## src/rtl/snell_pkg.sv

```systemverilog
// Shared constants and state encoding for the Snell's-law angle datapath.
package snell_pkg;

    localparam int ANGLE_W = 7;                      // angle width, integer degrees
    localparam int SINE_W  = 9;                      // sine magnitude width, unsigned Q1.8
    localparam int IDX_W   = $clog2(ANGLE_W);        // bit index counter width

    localparam logic [ANGLE_W-1:0] MAX_ANGLE    = 7'd90;   // largest legal angle
    localparam logic [SINE_W-1:0]  SINE_ONE     = 9'd256;  // encoding of sin = 1.0
    localparam logic [SINE_W-1:0]  SINE_INVALID = 9'h1FF;  // table value for angles > MAX_ANGLE

    // Controller states, kept as plain constants so the encoding is fixed and visible.
    typedef logic [1:0] state_t;
    localparam state_t IDLE   = 2'd0;
    localparam state_t SEARCH = 2'd1;
    localparam state_t ERR    = 2'd2;

endpackage

```

## src/rtl/asin_sine_lut.sv

```systemverilog
// Combinational sine table: round(256*sin(angle deg)) for 0..90 degrees.
// Angles beyond 90 return an all-ones value larger than any legal sine,
// so a search candidate that overshoots the range is always rejected.
module asin_sine_lut
    import snell_pkg::*;
(
    input  logic [ANGLE_W-1:0] angle,
    output logic [SINE_W-1:0]  sin
);

    // Table lookup; out-of-range angles map to the invalid marker.
    always_comb begin
        // NOTE: default assignment first so no path leaves sin unassigned (no latch).
        sin = SINE_INVALID;
        case (angle)
            7'd0:  sin = 9'd0;    7'd1:  sin = 9'd4;    7'd2:  sin = 9'd9;    7'd3:  sin = 9'd13;
            7'd4:  sin = 9'd18;   7'd5:  sin = 9'd22;   7'd6:  sin = 9'd27;   7'd7:  sin = 9'd31;
            7'd8:  sin = 9'd36;   7'd9:  sin = 9'd40;   7'd10: sin = 9'd44;   7'd11: sin = 9'd49;
            7'd12: sin = 9'd53;   7'd13: sin = 9'd58;   7'd14: sin = 9'd62;   7'd15: sin = 9'd66;
            7'd16: sin = 9'd71;   7'd17: sin = 9'd75;   7'd18: sin = 9'd79;   7'd19: sin = 9'd83;
            7'd20: sin = 9'd88;   7'd21: sin = 9'd92;   7'd22: sin = 9'd96;   7'd23: sin = 9'd100;
            7'd24: sin = 9'd104;  7'd25: sin = 9'd108;  7'd26: sin = 9'd112;  7'd27: sin = 9'd116;
            7'd28: sin = 9'd120;  7'd29: sin = 9'd124;  7'd30: sin = 9'd128;  7'd31: sin = 9'd132;
            7'd32: sin = 9'd136;  7'd33: sin = 9'd139;  7'd34: sin = 9'd143;  7'd35: sin = 9'd147;
            7'd36: sin = 9'd150;  7'd37: sin = 9'd154;  7'd38: sin = 9'd158;  7'd39: sin = 9'd161;
            7'd40: sin = 9'd165;  7'd41: sin = 9'd168;  7'd42: sin = 9'd171;  7'd43: sin = 9'd175;
            7'd44: sin = 9'd178;  7'd45: sin = 9'd181;  7'd46: sin = 9'd184;  7'd47: sin = 9'd187;
            7'd48: sin = 9'd190;  7'd49: sin = 9'd193;  7'd50: sin = 9'd196;  7'd51: sin = 9'd199;
            7'd52: sin = 9'd202;  7'd53: sin = 9'd204;  7'd54: sin = 9'd207;  7'd55: sin = 9'd210;
            7'd56: sin = 9'd212;  7'd57: sin = 9'd215;  7'd58: sin = 9'd217;  7'd59: sin = 9'd219;
            7'd60: sin = 9'd222;  7'd61: sin = 9'd224;  7'd62: sin = 9'd226;  7'd63: sin = 9'd228;
            7'd64: sin = 9'd230;  7'd65: sin = 9'd232;  7'd66: sin = 9'd234;  7'd67: sin = 9'd236;
            7'd68: sin = 9'd237;  7'd69: sin = 9'd239;  7'd70: sin = 9'd241;  7'd71: sin = 9'd242;
            7'd72: sin = 9'd243;  7'd73: sin = 9'd245;  7'd74: sin = 9'd246;  7'd75: sin = 9'd247;
            7'd76: sin = 9'd248;  7'd77: sin = 9'd249;  7'd78: sin = 9'd250;  7'd79: sin = 9'd251;
            7'd80: sin = 9'd252;  7'd81: sin = 9'd253;  7'd82: sin = 9'd254;  7'd83: sin = 9'd254;
            7'd84: sin = 9'd255;  7'd85: sin = 9'd255;  7'd86: sin = 9'd255;  7'd87: sin = 9'd256;
            7'd88: sin = 9'd256;  7'd89: sin = 9'd256;  7'd90: sin = 9'd256;
            default: sin = SINE_INVALID;
        endcase
    end

endmodule

```

## src/rtl/arcsine.sv

```systemverilog
// Arcsine: recovers an integer angle (0..90 deg) from a Q1.8 sine magnitude.
// Bitwise binary search, MSB first, one bit per clock: the result is the
// largest angle whose table sine does not exceed the input. Inputs above 1.0
// are flagged as out of domain and answered with MAX_ANGLE after one cycle.
module arcsine
    import snell_pkg::*;
(
    input  logic               clk,
    input  logic               rst,
    input  logic               start,
    input  logic [SINE_W-1:0]  s,
    output logic               busy,
    output logic               done,
    output logic [ANGLE_W-1:0] theta,
    output logic               err
);

    state_t             state;
    logic [SINE_W-1:0]  s_reg;
    logic [ANGLE_W-1:0] cand;
    logic [IDX_W-1:0]   bit_idx;

    logic [ANGLE_W-1:0] trial;
    logic [SINE_W-1:0]  trial_sin;
    logic               accept;
    logic [ANGLE_W-1:0] cand_next;

    asin_sine_lut u_lut (
        .angle (trial),
        .sin   (trial_sin)
    );

    // Trial candidate for the current bit and the accept decision for it.
    always_comb begin
        trial     = cand | (ANGLE_W'(1) << bit_idx);
        accept    = (trial <= MAX_ANGLE) && (trial_sin <= s_reg);
        cand_next = accept ? trial : cand;
    end

    // Controller, search registers and held result outputs.
    always_ff @(posedge clk) begin
        // NOTE: non-blocking assignments so every register updates from pre-edge values.
        if (rst) begin
            state   <= IDLE;
            s_reg   <= '0;
            cand    <= '0;
            bit_idx <= '0;
            busy    <= 1'b0;
            done    <= 1'b0;
            theta   <= '0;
            err     <= 1'b0;
        end else begin
            done <= 1'b0;
            case (state)
                IDLE: begin
                    if (start) begin
                        s_reg   <= s;
                        cand    <= '0;
                        bit_idx <= IDX_W'(ANGLE_W - 1);
                        busy    <= 1'b1;
                        state   <= (s > SINE_ONE) ? ERR : SEARCH;
                    end
                end
                SEARCH: begin
                    cand <= cand_next;
                    if (bit_idx == '0) begin
                        theta <= cand_next;
                        err   <= 1'b0;
                        done  <= 1'b1;
                        busy  <= 1'b0;
                        state <= IDLE;
                    end else begin
                        bit_idx <= bit_idx - 1'b1;
                    end
                end
                ERR: begin
                    theta <= MAX_ANGLE;
                    err   <= 1'b1;
                    done  <= 1'b1;
                    busy  <= 1'b0;
                    state <= IDLE;
                end
                default: begin
                    busy  <= 1'b0;
                    state <= IDLE;
                end
            endcase
        end
    end

endmodule
```

## config.mk

```make
export PLATFORM = sky130hd
export DESIGN_NAME = arcsine
export DESIGN_NICKNAME = d
export VERILOG_FILES = /design/src/rtl/snell_pkg.sv /design/src/rtl/asin_sine_lut.sv /design/src/rtl/arcsine.sv
export SDC_FILE = /design/constraint.sdc
export NUM_CORES = 1
export LEC_CHECK = 0
export ABC_CLOCK_PERIOD_IN_PS = 12000
export CORE_UTILIZATION = 55
export CTS_BUF_LIST = sky130_fd_sc_hd__clkbuf_8
export CTS_CLUSTER_DIAMETER = 30
export DETAILED_ROUTE_END_ITERATION = 7
export PLACE_DENSITY = 0.77
export SYNTH_ARGS = -nofsm -noshare
export SYNTH_HDL_FRONTEND = slang
export SYNTH_SLANG_ARGS = --single-unit
```

## constraint.sdc

```tcl
create_clock -name clk -period 12 [get_ports clk]
set_clock_uncertainty 0.2 [all_clocks]
set_input_delay 3.6 -clock clk [delete_from_list [all_inputs] [get_ports clk]]
set_output_delay 3.6 -clock clk [all_outputs]
set_load 0.01 [all_outputs]
```

==> Word level (Yosys, flattened, before mapping) <==
Memories as Yosys holds them, arrays and structs flattened.
Index checks and enable logic that the tools add are counted.
W data, S select, Z words.
{ "word_totals": {"inputBits": 12, "output_inout_bits": 10, "rom_bits": 1152, "mem_count": 1, "ff_bits": 31} }
{ "memory_table": {"columns": ["name", "depth", "width", "read_ports", "rd_ports_with_merged_regs", "wr", "line_no", "rtl"], "rows": [
  ["(no name shown)", 128, 9, 1, 0, 0, "asin_sine_lut.sv:15", "case (angle)"]
]} }
{ "classes": {"n_bitwise": 1, "shifts": 1, "muxes": 18, "eq_ne": 5, "addsub": 1, "reduce_logical": 10, "n_lt_le_gt_ge": 3} }
{ "ops": {"columns": ["operator", "count"], "rows": [
  ["$pmux W7 S2", 2],
  ["$mux W7", 3],
  ["$gt A9 B9 Y1 const B", 1],
  ["$le A9 B9 Y1", 1],
  ["$reduce_and A2 Y1", 4],
  ["$le A7 B7 Y1 const B", 1],
  ["$or A7 B7 Y7", 1],
  ["$shl A1 B3 Y7 const A", 1],
  ["$mux W2", 3],
  ["$mux W3", 2],
  ["$ne A2 B2 Y1 const B", 3],
  ["$pmux W1 S2", 3],
  ["$pmux W3 S2", 1],
  ["$pmux W2 S2", 1],
  ["$reduce_bool A2 Y1", 2],
  ["$logic_not A3 Y1", 1],
  ["$mux W1", 3],
  ["$reduce_and A3 Y1", 1],
  ["$sub A3 B1 Y3 const B", 1],
  ["$eq A2 B1 Y1 const B", 1],
  ["$eq A2 B2 Y1 const B", 1],
  ["$logic_not A2 Y1", 1],
  ["$logic_and A1 B1 Y1", 1]
]} }

==> Depth between registers and ports, before layout <==
Gate-level depths: netlist of run 1.
An unclocked memory read counts as a cell.
{ "logic_depth": {"ltp_word": 8, "depth_mapped": 18, "mapped_depth_nobuf": 18} }

==> Hierarchy <==
A second synthesis of run 1 with hierarchy kept.
{ "unflattened": {"hier_cells": 374, "hier_area_um2": 2756.4} }
{ "modules_own_cells": {"columns": ["module", "instances", "area_each_um2", "cells_per_inst"], "rows": [
  ["arcsine", 1, 1724.2, 217],
  ["asin_sine_lut", 1, 1032.2, 157]
]} }

==> Worst setup path after synthesis of run 1 <==
Ideal clock, no wire load.
{ "synth_path": {"path_type": "in2reg", "startpoint": "input start", "endpoint": "register cand[6]", "path_slack_ns": 7.199, "arrival_time_ns": 4.531, "path_stages": 6, "n_path_buf": 1, "setup_ns": 0.070, "t_required_ns": 11.730, "cell_sequence": "clkbuf_1 -> nand2_1 -> nor2_1 -> nor2_1 -> nand3_1 -> o21ai_1"} }
{ "synth_via": {"elab_chain_len": 2} }
{ "synth_rtl": {"columns": ["element", "line_no", "rtl"], "rows": [
  ["from (decl)", "arcsine.sv:10", "input logic start,"],
  ["$ne A2 B2 Y1 (no source line)", null, null],
  ["$reduce_and A2 Y1 (no source line)", null, null],
  ["to (signal assigned)", "arcsine.sv:65", "cand <= cand_next;"],
  ["to (decl)", "arcsine.sv:20", "logic [ANGLE_W-1:0] cand;"]
]} }
Every way passes these cells.
A chain may end at the register's enable or synchronous reset.

==> flow_summary.yaml, run 1 <==
worst_setup_path:
  reg2reg_setup_slack_ns: 6.84
  r2r-start: "bit_idx[0]"
  start_kind: "primary input"
  cpLargestDelayFamily: "buffers and inverters"
  crit_path_cell_trace: "clkdlybuf4s50_1 -> nor2_1 -> nand3_1 -> o21ai_1"
  crit_cells: 4
  reg2reg_to: "cand[0]"
  cpPeakStageDelay_ns: 0.86
  path_class: "in2reg"
  reg2regPathDepth: 16
  crit_required_ns: 12.01
  crit_end: "cand[6]"
  crit_fanout: 27
  worstPathArrival_ns: 5.40
  path_buf_inv: 1
  worst_path_max_delay_cell: "clkdlybuf4s50_1"
  end_kind: "flip-flop"
  startpoint: "rst"
die:
  rows: 24
  initial_core_util_pct: 59.1
  fp.dieH_um: 71.6
  dieArea_sq_mm: 0.00512
  die_w_um: 71.6
  ioPinCount: 22
  core_sq_mm: 0.00450
logic_synthesis:
  ys_ff_latch: 31
  syn-num-nets: 410
  avgSynthCellArea_sq_um: 7.18
  ys_dominant_reg_cell: "dfxtp_1"
  synth_area_sq_mm: 0.00266
  ys_warn_count: 0
  async_reset_ff_share_pct: 0
  synth_top_cell_by_area: "dfxtp_1"
  synth_cells: 371
  yosysUniqueCellTypes: 54
  synth-edff-count: 0
  synth.area.top_cells: "dfxtp_1, ha_1, a21oi_1"
  seq_area_frac_synth_pct: 23.3
  yosysTopAreaCellShare_pct: 23.3
clock_network:
  cts_root_buffer: "clkbuf_8"
  clock_sinks: 31
  htree_levels: 2
  clk_transition_reported_paths_ns: 0.06
  numCtsBuffers: 5
  cts_tree: "yes"
  holdBufCountCts: 0
  post_cts_buffers: 0
  cts.path.max_buffers: 2
  clk_latency_ns: 0.29
  cts_resized: 0
final_layout:
  final_cell_area_sq_mm: 0.00298
  diodes: 0
  largest_reg_flops: 9
  nNetsFinal: 418
  drive_gt1_share_pct: 4.74
  area_growth_pct: 11.9
  fill_cells: 429
  seq_area_sq_um: 621
  multiInputGateArea_sq_mm: 0.00187
timing:
  fin_ws_ns: 6.62
  rsz0062_at_grt: "no"
  fin_setup_tns_ns: 0
  setup_viol: 0
  fmax_mhz: 186
  fin_crit_sh_pct: 44.9
  hold_viol: 0
  min_period_ns: 5.38
  worst_pin_slew_ns: 0.896
  relSlewSlack_pct: 40.1
  slew_viol_final: 0
place:
  globalplace.congestion: 0.965
  dpl.hpwl_um: 5230
  place_ws_ns: 6.36
  postPlaceCellArea_sq_mm: 0.00286
  port-buffer-count: 21
drt:
  drt_pass1_iterations: 7
  postRouteAntennaNets: 0
  drc_errors: 0
  wl_um: 7170
  num_vias: 2794
  viasPerCell: 6.47
  wire_per_inst_um: 16.6
  drt_iter0_markers: 400
global_route:
  grt_first_pass_wirelength_um: 11900
  grt_overflow: 0
  antenna_found_initial: 0
  track_usage_pct: 29.2
  grt_pass1_vias: 2496
  grt_start_max_net_pins: 28
power:
  worst_ir_drop_vdd_mv: 0.0808
  p_per_area_mw_per_mm2: 123
  p_leak_nw: 1.17
run_status:
  outcome: "complete, no violations"
job:
  max_cap_violations: 0
worst_hold_path:
  hp-class: "reg2reg"
==> cell usage after synthesis, types with 3 or more instances <==
master,count
o211ai_1,6
a211oi_1,13
nand4_1,3
a221oi_1,5
nor2b_1,5
nor3_1,15
o22ai_1,5
nor2_1,34
a31oi_1,5
o21ai_0,21
nand2_1,50
nand3_1,9
inv_1,21
clkbuf_1,14
ha_1,27
or4_1,3
a21oi_1,38
nand2b_1,6
buf_2,7
a21o_1,3
o21ai_1,10
dfxtp_1,31
nor4_1,4
==> layout make-up <==
type	instances	area share (%)
inverters	22	2.77
clock inverters	2	1.18
repair buffers	23	7.56
flip-flops and latches	31	20.8
clock buffers	6	2.77
well taps	52	2.18
multi-input cells	296	62.7
==> cell usage in the layout (no fill, tap or decap), types with 6 or more instances in the layout <==
cell type,n
dfxtp_1,31
inv_1,21
a211oi_1,13
clkbuf_8,6
a21oi_1,38
nand2b_1,6
clkdlybuf4s50_1,21
ha_1,27
nor2_1,34
nand2_1,50
o211ai_1,6
o21ai_0,21
o21ai_1,10
nor3_1,15
nand3_1,9
==> stage by stage <==
| stage | power [mW] | utilization [%] | cells | hold slack [ns] |
|---|---|---|---|---|
| floorplan | 0.225 | - | 371 | 0.236 |
| global placement | 0.258 | 63.5 | 424 | 0.245 |
| detailed placement | 0.259 | 63.5 | 424 | 0.249 |
| CTS | 0.366 | 66.1 | 432 | 0.265 |
| global route | 0.389 | 66.1 | 432 | 0.287 |
| finish | 0.367 | 66.1 | 432 | 0.263 |
==> power breakdown <==
group	internal [mW]	switching [mW]
Combinational	0.0583	0.0861
Clock	0.0671	0.0398
Sequential	0.109	0.00622
Total	0.235	0.132
==> worst min-delay path by stage <==
stage              from  slack [ns]        to  depth (start not counted)
4_1_cts        s_reg[4]        0.27  s_reg[4]                          2
6_report       s_reg[3]        0.26  s_reg[3]                          2
5_1_grt        theta[0]        0.29  theta[0]                          2
3_3_place_gp   s_reg[3]        0.24  s_reg[3]                          2
2_1_floorplan  s_reg[1]        0.24  s_reg[1]                          2
3_5_place_dp   s_reg[8]        0.25  s_reg[8]                          2
==> worst min-delay path: stages, from the launching register on <==
cell and delay [ns]:
dfxtp_1 0.31, nand2_1 0.05, a21oi_1 0.05
==> per-layer routing <==
metal | vias up | global-route usage (%) | share of wire (%)
met5 | - | 0 | 0
met4 | 0 | 8.28 | 1.7
met2 | 138 | 48.3 | 46
met1 | 1271 | 39.8 | 44
li1 | 1368 | - | -
met3 | 17 | 4.64 | 8.6
==> cells by family after synthesis <==
family | share of synthesized area [%]
buf+inv | 6.53
xor+xnor | 0.329
flops | 23.3
compound gates | 31.3
simple gates | 23.9
fa+ha+maj | 12.7
mux | 2.02
Power figures use the tool's default switching activity.
==> inputs of run 2 (changes only) <==
- ABC_CLOCK_PERIOD_IN_PS: 12000 -> 4700
- PLACE_DENSITY: 0.77 -> 0.8
- clock period: 12 -> 4.7 ns (I/O delays scaled with it)
==> flow_summary.yaml, run 2 (synthesis results as in run 1) <==
power:
  p_sw_share_pct: 37.2
  clkPwrFrac_pct: 27.6
  p_int_mw: 0.604
  total_power_mw: 0.962
  p_per_area_mw_per_mm2: 307
  switching_power_mw: 0.358
  pwr-share-comb_pct: 42.1
  worst_ir_drop_vdd_mv: 0.365
  p_leak_nw: 1.25
  seqPwrFrac_pct: 30.3
global_route:
  grt_start_max_net_pins: 23
  antenna_found_initial: 0
  track_usage_pct: 30.8
  grt_first_pass_wirelength_um: 12500
  grt_pass1_vias: 2579
  grt_overflow: 0
worst_setup_path:
  r2r-start: "bit_idx[0]"
  reg2reg_setup_slack_ns: 0.28
  path_buf_inv: 1
  end_kind: "flip-flop"
  cpLargestDelayFamily: "compound AO/OA/AOI/OAI gates"
  worstPathArrival_ns: 4.44
  crit_fanout: 7
  reg2regPathDepth: 16
  crit_path_cell_trace: "inv_1 -> ha_1 -> nor2b_1 -> nor2_2 -> ha_1 -> a31oi_1 -> o221ai_1 -> a21oi_1 -> a211oi_2 -> ha_1 -> a21oi_1 -> a211oi_1 -> or4_1 -> a221oi_4 -> nand4b_4 -> o21ai_1"
  path_class: "reg2reg"
  start_kind: "flip-flop"
  worst_path_max_delay_cell: "or4_1"
  reg2reg_to: "cand[0]"
  cpPeakStageDelay_ns: 0.53
  crit_required_ns: 4.72
  cp_common_cell: "ha_1"
  startpoint: "bit_idx[0]"
clock_network:
  cts_tree: "yes"
  cts_root_buffer: "clkbuf_8"
  cts.path.max_buffers: 2
  clk_latency_ns: 0.29
  post_cts_buffers: 0
  clock_sinks: 31
  htree_levels: 2
  clk_transition_reported_paths_ns: 0.08
  holdBufCountCts: 0
  numCtsBuffers: 5
place:
  postPlaceCellArea_sq_mm: 0.00298
  dpl.hpwl_um: 5540
  port-buffer-count: 21
  globalplace.congestion: 0.962
final_layout:
  post-route-util_pct: 69.5
  area_growth_pct: 17.6
  largest_reg_flops: 9
  seq_area_sq_um: 621
  drive_gt1_share_pct: 10.4
  nNetsFinal: 434
  final_cell_mix: "nand2_1, a21oi_1, nor2_1"
  mostFrequentLayoutCell: "nand2_1"
  multiInputGateArea_sq_mm: 0.00190
  final_cell_area_sq_mm: 0.00313
  fill_cells: 385
  diodes: 0
worst_hold_path:
  hp-class: "reg2reg"
  hold_end: "s_reg[5]"
  hp-start: "s_reg[5]"
  whs_path_depth: 2
die:
  dieArea_sq_mm: 0.00512
  ioPinCount: 22
  fp.dieH_um: 71.6
  initial_core_util_pct: 59.1
  die_w_um: 71.6
  rows: 24
  core_sq_mm: 0.00450
timing:
  fin_crit_sh_pct: 94.1
  hold_viol: 0
  worst_pin_slew_ns: 0.604
  setup_viol: 0
  relSlewSlack_pct: 59.7
  rsz0062_at_grt: "no"
  fin_setup_tns_ns: 0
  slew_viol_final: 0
  min_period_ns: 4.42
  whs_ns: 0.258
  fmax_mhz: 226
drt:
  wire_per_inst_um: 16.8
  drt_iter0_markers: 274
  postRouteAntennaNets: 0
  viasPerCell: 6.41
  drt_pass1_iterations: 5
  num_vias: 2872
  drc_errors: 0
  wl_um: 7520
job:
  max_cap_violations: 0
run_status:
  outcome: "complete, no violations"
[run 2: how the worst max path moves through the flow]
stage,endpoint,depth (start not counted)
CTS,cand[3],16
detailed placement,cand[3],16
finish,cand[0],16
global placement,cand[6],16
global route,theta[1],19
floorplan,cand[6],17
[run 2: what timing repair did]
item,in CTS,in global routing
hold endpoints to repair,0,0
endpoints found under the setup margin,0,10
resized for setup,0,10
[run 2: power by group through the flow]
stage	logic, mW	clock network [mW]	registers, mW
after global routing	0.444	0.280	0.294
after global placement	0.383	0	0.297
after floorplan	0.279	0	0.296
after CTS	0.391	0.265	0.291
final	0.405	0.266	0.292
after detailed placement	0.388	0	0.297
[run 2: final cells by class]
| type | instances | share of cell area, % |
|---|---|---|
| clock buffers | 5 | 2.20 |
| clock inverters | 3 | 1.40 |
| inverters | 22 | 2.68 |
| multi-input cells | 296 | 60.8 |
| flip-flops and latches | 31 | 19.8 |
| well taps | 52 | 2.08 |
| repair buffers | 39 | 11.0 |
[run 2: metrics by stage]
stage               cells  setup WS [ns]
floorplan             371          0.416
global placement      440          0.302
detailed placement    440          0.130
CTS                   448          0.105
global route          448         0.0179
finish                448          0.279
[run 2: metal layers]
metal / track usage [%] / up-vias / routed length, um
met5: 0 / - / 0
met4: 9.80 / 0 / 177
met3: 5.49 / 16 / 459
met2: 50.9 / 129 / 3540
met1: 41.0 / 1324 / 3340
li1: - / 1403 / -
[run 2: tightest hold or removal path: stages (launching register included)]
cell and delay [ns]:
dfxtp_1 0.31, nand2_1 0.05, a21oi_1 0.05
